==> src/rtl/mem_timer_pkg.sv <==
// Shared types and constants for the memory wait-state timer.
// DEF_CYCLES = 12 gives the standard 13-cycle ROM select window.
package mem_timer_pkg;

  typedef enum logic {
    IDLE = 1'b0,
    RUN  = 1'b1
  } state_t;

  localparam int DEF_CNT_W  = 4;
  localparam int DEF_CYCLES = 12;

endpackage

==> src/rtl/wait_timer_ch.sv <==
// One wait-state channel: holds its select for target+1 cycles after a start,
// then drops it and pulses done. Abort cancels the window silently.
//
//   state | meaning
//   IDLE  | select low, waiting for a start request
//   RUN   | select high, count climbing toward the latched target
module wait_timer_ch
  import mem_timer_pkg::*;
#(
  parameter int CNT_W     = DEF_CNT_W,
  parameter bit RETRIG_EN = 1'b0
) (
  input  logic             Clk,
  input  logic             Resetn,
  input  logic             start_timer,
  input  logic             abort,
  input  logic [CNT_W-1:0] cfg_cycles,
  output logic             ROMsel,
  output logic             done
);

  state_t           state_q, state_d;
  logic [CNT_W-1:0] count_q, count_d;
  logic [CNT_W-1:0] target_q, target_d;
  logic             done_d;

  always_ff @(posedge Clk or negedge Resetn) begin
    if (!Resetn) begin
      state_q  <= IDLE;
      count_q  <= '0;
      target_q <= '0;
      done     <= 1'b0;
    end else begin
      state_q  <= state_d;
      count_q  <= count_d;
      target_q <= target_d;
      done     <= done_d;
    end
  end

  // Priority: abort, then retrigger reload, then expiry, then increment.
  always_comb begin
    state_d  = state_q;
    count_d  = count_q;
    target_d = target_q;
    done_d   = 1'b0;
    if (abort) begin
      state_d = IDLE;
      count_d = '0;
    end else begin
      case (state_q)
        IDLE: begin
          if (start_timer) begin
            state_d  = RUN;
            count_d  = '0;
            target_d = cfg_cycles;
          end
        end
        RUN: begin
          if (RETRIG_EN && start_timer) begin
            count_d  = '0;
            target_d = cfg_cycles;
          end else if (count_q == target_q) begin
            state_d = IDLE;
            count_d = '0;
            done_d  = 1'b1;
          end else begin
            count_d = count_q + CNT_W'(1);
          end
        end
        default: state_d = IDLE;
      endcase
    end
  end

  // The select is the state flop itself, so it is glitch-free toward the memory.
  assign ROMsel = (state_q == RUN);

endmodule

==> src/rtl/mem_wait_timer.sv <==
// Multi-channel wait-state timer: NUM_CH independent select windows between
// the control unit and the memory selects, plus a combined busy flag.
module mem_wait_timer
  import mem_timer_pkg::*;
#(
  parameter int NUM_CH    = 4,
  parameter int CNT_W     = DEF_CNT_W,
  parameter bit RETRIG_EN = 1'b0
) (
  input  logic                    Clk,
  input  logic                    Resetn,
  input  logic [NUM_CH-1:0]       start_timer,
  input  logic [NUM_CH-1:0]       abort,
  input  logic [NUM_CH*CNT_W-1:0] cfg_cycles,
  output logic [NUM_CH-1:0]       ROMsel,
  output logic [NUM_CH-1:0]       done,
  output logic                    busy_any
);

  for (genvar i = 0; i < NUM_CH; i++) begin : g_ch
    wait_timer_ch #(
      .CNT_W     (CNT_W),
      .RETRIG_EN (RETRIG_EN)
    ) u_ch (
      .Clk         (Clk),
      .Resetn      (Resetn),
      .start_timer (start_timer[i]),
      .abort       (abort[i]),
      .cfg_cycles  (cfg_cycles[i*CNT_W +: CNT_W]),
      .ROMsel      (ROMsel[i]),
      .done        (done[i])
    );
  end

  assign busy_any = |ROMsel;

endmodule

==> config.mk <==
export PLATFORM = sky130hd
export DESIGN_NAME = mem_wait_timer
export DESIGN_NICKNAME = d
export VERILOG_FILES = /design/src/rtl/mem_timer_pkg.sv /design/src/rtl/wait_timer_ch.sv /design/src/rtl/mem_wait_timer.sv
export SDC_FILE = /design/constraint.sdc
export NUM_CORES = 1
export LEC_CHECK = 0
export ABC_AREA = 1
export BUFFER_PORTS_ARGS = -buffer_cell sky130_fd_sc_hd__buf_2
export CORE_MARGIN = 2
export CORE_UTILIZATION = 56
export DETAILED_ROUTE_END_ITERATION = 12
export PLACE_DENSITY = 0.79
export SKIP_CTS_REPAIR_TIMING = 1
export SYNTH_ARGS = -nofsm -noshare
export SYNTH_HDL_FRONTEND = slang
export SYNTH_SLANG_ARGS = --single-unit
==> constraint.sdc <==
create_clock -name Clk -period 1.55 [get_ports Clk]
set_clock_uncertainty 0.1 [all_clocks]
set_input_delay 0.155 -clock Clk [delete_from_list [all_inputs] [get_ports Clk]]
set_output_delay 0.155 -clock Clk [all_outputs]
set_load 0.01 [all_outputs]
* After elaboration in Yosys (flattened, before gate mapping) *
Cells that the tools add are included.

storage, ports and cells
  bits of input ports = 26
  output and inout port bits = 9
  bits in registers = 40
  logic and storage cells = 85

operators by class
  add/subtract/negate cells = 4
  equality and inequality tests = 8
  reduce and logical (&&, ||, !) cells = 5
  mux-type cells = 44
  bitwise logic cells = 8

operator list
  kind                                                            count
  4-bit two-way mux                                               12
  4-bit one-hot mux with 2 select lines                           4
  1-bit two-way mux                                               24
  4-bit by 1-bit adder with 4-bit output (second input constant)  4
  4-bit equality test                                             4
  3-bit inequality test (second input constant)                   4
  3-bit AND reduction                                             4
  1-bit inverter                                                  8
  1-bit one-hot mux with 2 select lines                           4
  4-bit OR reduction                                              1

* Logic depth before layout (Yosys ltp) *
  depth after elaboration = 4
  gate-level depth with buffers = 7
  depth with buffers taken out = 7

* Modules after synthesis *
A second synthesis with hierarchy kept.

second synthesis, totals
  cell total of the unflattened synthesis = 295
  area total of the unflattened synthesis = 2103.3 sq um

modules (own cells, without submodules)
  module          area an instance (sq um)  cells each  instances  sequential area each (sq um)
  wait_timer_ch   523.0                     73          4          250.2
  mem_wait_timer  11.3                      3           1          0.0

* Worst setup path before layout *
No wires, ideal clock.

  kind = reg2reg
  from = reg g_ch[0].u_ch.state_q
  to = reg g_ch[0].u_ch.count_q[2]
  cell stages (with the launch flop) = 5
  required time = 1.333 ns
  path buffers = 0
  setup time = 0.117 ns
  path slack = 0.412 ns
  arrival = 0.921 ns
  period minus slack after synthesis = 1.138 ns
  path through = dfrtp_1 > nor3_1 > nor2_1 > nand3_1 > nand2_1

between the ends
  cells in the longest elaborated chain, start to end = 3
  elaborated cells between the ends (all ways) = 4
  those cells by class = eq/ne: 1; mux: 2; bitwise: 1

RTL lines
  what                                   line                 RTL
  start, declared                        wait_timer_ch.sv:22  state_t state_q, state_d;
  start signal, assigned                 wait_timer_ch.sv:34  state_q <= state_d;
  1-bit inverter (no source line)        n/a
  4-bit one-hot mux with 2 select lines  wait_timer_ch.sv:51  case (state_q)
  4-bit two-way mux                      wait_timer_ch.sv:47  if (abort) begin
  end signal, assigned                   wait_timer_ch.sv:35  count_q <= count_d;
  end, declared                          wait_timer_ch.sv:23  logic [CNT_W-1:0] count_q, count_d;

Several ways; a longest one is shown, not always the timed one.
A chain may end at the register's enable or synchronous reset.

* Worst setup path in the final report *
  from = reg g_ch[2].u_ch.state_q
  to = out busy_any

between the ends
  cells in the longest elaborated chain, start to end = 1

RTL lines
  what                    line                  RTL
  start, declared         wait_timer_ch.sv:22
  start signal, assigned  wait_timer_ch.sv:34
  4-bit OR reduction      mem_wait_timer.sv:35  assign busy_any = |ROMsel;
  end, declared           mem_wait_timer.sv:17  output logic busy_any

No other way between the ends.

==> impl_results.md <==
* Sequential share of the synthesized area at 47.7%
* CTS tree: done
* Placed Cells at 362
* PortBufs at 34
* Die area at 0.00425 mm^2
* Syn_nets at 316
* FF-to-FF path depth at 4
* DR WL met3 at around 200 um
* Pwr Density at 1010 mW/mm^2
* Multi-input gate area at 871 um^2
* Vias per Instance at between 4 and 5
* Clock sink count at 40
* Worst setup SP type: register
* R2r setup slk at just under 0.3 ns
* H-tree lvl count at 2
* P&R area growth vs syn at 15.4%
* Initial Utilization at 57.7%
* Seq cells post-synth at 40
* Remaining DRCs at 0
* Num CTS Buffers at 5
* Fin crit period at around 1.4 ns
* Detailed placement HPWL at 2890 um
* Crit Path Class: register to primary output
* CTS Buffer Depth at 2
* Routed wire length at between 3000 and 4000 um
* Status: finished clean
* Nets at ~350
* Ports at 35
* Worst R2R Start: g_ch[0].u_ch.ROMsel
* Register area at 0.00100 mm^2
* Crit share post-route at around 90%
* DR vias at about 1,800
* CTS Root Cell: clkbuf_8
* CP Capture Type: primary output
* Max Fclk at 720 MHz
* Fin. max-slew vios at 0
* VDD IR max at around 560 uV
* RSZ-0062 raised after global routing: false
* Worst-Skew Late Latency at 0.30 ns
* Die height at 65.2 um
* Worst Hold Class: input port to register
* RR Endpoint: g_ch[0].u_ch.count_q[2]
* Gp weighted congestion at 0.865
* GRT Overall Usage at 21.6%
* Pleak at 1.37 nW
* Yosys warns at 0
* Max_cap viols at 0
* Hold Path Sink: g_ch[1].u_ch.target_q[3]
* Filler cell count at ~340
* Global-route wire length before repair at 7030 um
* Clock slew at reported path FFs at 0.08 ns
* Mapped Area at 0.00210 mm^2
* Final Hold Vio Count at 0
* WL met1 at ~1800 um
* Final ANT Viol Nets at 0
* Gr ovfl total at 0
* WL met2 at 1930 um
* Starting DRT DRC Count at roughly 120
* Layout cells sized above 1 at 16.9%
* Avg Cell Area, Syn at between 7 and 8 um^2
* Largest net degree at the start of global routing at 22
* Worst EP arrival at 1.13 ns
* Site row count at 22
* Slew HR at 67.3%
* Area of the core at about 0.0036 mm^2
* Ant diodes at 0
* Final non-filler cell total at around 370
* Max FO, Critical Path at 6
* Distinct cell type count after synthesis at 17
* Die W at 65.2 um
* Avg WL per Cell at approximately 11 um
* Router iterations before antenna repair at 4
* Top layer in use: met4
* Post-Syn Instances at 286
* Worst EP required at roughly 1.3 ns
* Vias in the first global route at 1,650
* Slew @ Worst Pin at 0.486 ns
* Antenna violations before repair at 0
* Hold Crit Start: cfg_cycles[7]
* Final setup TNS at 0 ns
* Hold Path Depth at 3
* Hold_ws at 0.000298 ns
* Setup violators final at 0
==> placed cells by master, fill, tap and decap left out, types with 2 or more instances in the layout <==
| cell type | n |
|---|---|
| nor3_1 | 3 |
| buf_4 | 2 |
| buf_2 | 34 |
| dlygate4sd3_1 | 3 |
| nor2_1 | 39 |
| o21ai_1 | 2 |
| inv_2 | 5 |
| nand4_1 | 2 |
| inv_1 | 39 |
| clkbuf_8 | 5 |
| nand3_1 | 20 |
| ha_1 | 4 |
| nand2_1 | 95 |
| a21oi_1 | 17 |
| xor2_1 | 5 |
| nor2_2 | 3 |
| nand2_2 | 2 |
| dfrtp_1 | 40 |
==> worst max-delay path by stage <==
| stage | from | to | slack (ns) |
|---|---|---|---|
| 4_1_cts | g_ch[2].u_ch.ROMsel | busy_any | 0.16 |
| 3_5_place_dp | g_ch[0].u_ch.ROMsel | g_ch[0].u_ch.count_q[2] | 0.31 |
| 6_report | g_ch[2].u_ch.ROMsel | busy_any | 0.16 |
| 5_1_grt | abort[2] | g_ch[2].u_ch.count_q[3] | 0.13 |
| 2_1_floorplan | g_ch[0].u_ch.ROMsel | g_ch[0].u_ch.count_q[2] | 0.41 |
| 3_3_place_gp | g_ch[0].u_ch.ROMsel | g_ch[0].u_ch.count_q[2] | 0.36 |
==> flip-flops by register name, indices dropped and copies added (netlist names) <==
register and flops:
g_ch.u_ch.ROMsel 4, g_ch.u_ch.count_q 16, g_ch.u_ch.done 4, g_ch.u_ch.target_q 16
==> power by group <==
group	internal [mW]	leakage [nW]	switching, mW
logic	0.152	0.815	0.241
clock network	0.478	0.0552	0.355
registers	1.14	0.500	0.0686
==> cells in the mapped netlist <==
master   instances  area share (%)
o21ai_1          2            0.48
xor2_1           5             2.1
a21oi_1         17             4.1
dfrtp_1         40              48
nor2_2           3            0.90
nor3_1           3            0.72
nor3_2           1            0.48
nand4_1          2            0.60
nand3_2          1            0.48
nand2_1         95              17
nand2_2          2            0.60
ha_1             4             2.4
nand3_1         20             4.8
buf_4            8             2.9
inv_2            5            0.90
inv_1           39             7.0
nor2_1          39             7.0
==> stage by stage <==
| step | cell area, um^2 | setup WS, ns | util (%) | total power [mW] |
|---|---|---|---|---|
| final | 2420 | 0.160 | 66.6 | 2.44 |
| after floorplan | 2100 | 0.412 | - | 1.49 |
| after CTS | 2390 | 0.162 | 65.8 | 2.46 |
| after global routing | 2420 | 0.130 | 66.6 | 2.58 |
| after detailed placement | 2280 | 0.312 | 62.8 | 1.62 |
| after global placement | 2280 | 0.358 | 62.8 | 1.60 |
==> worst max-delay path: stages (launching register included) <==
cell     delay [ns]
dfrtp_1        0.44
inv_1          0.11
nand4_1        0.12
buf_2          0.16
==> layer usage <==
layer	global-route usage, %	vias up
li1	-	939
met1	26.9	801
met2	36.7	43
met3	4.11	8
met4	9.38	0
met5	0	-
==> logic make-up after synthesis <==
kind of cell | share of synthesized area (%)
AND/OR/NAND/NOR | 32.5
adder cells (fa/ha/maj) | 2.39
XOR/XNOR | 2.09
flip-flops | 47.7
buffers and inverters | 10.7
AO/OA/AOI/OAI | 4.53
==> final cells by class <==
| class | count | share of cell area [%] |
|---|---|---|
| Sequential cell | 40 | 41.4 |
| Multi-Input combinational cell | 194 | 36.0 |
| Timing Repair Buffer | 39 | 8.89 |
| Inverter | 44 | 6.83 |
| Clock buffer | 6 | 3.00 |
| Tap cell | 48 | 2.48 |
| Clock inverter | 2 | 1.45 |
No activity file was read; power rests on OpenSTA's default activity.
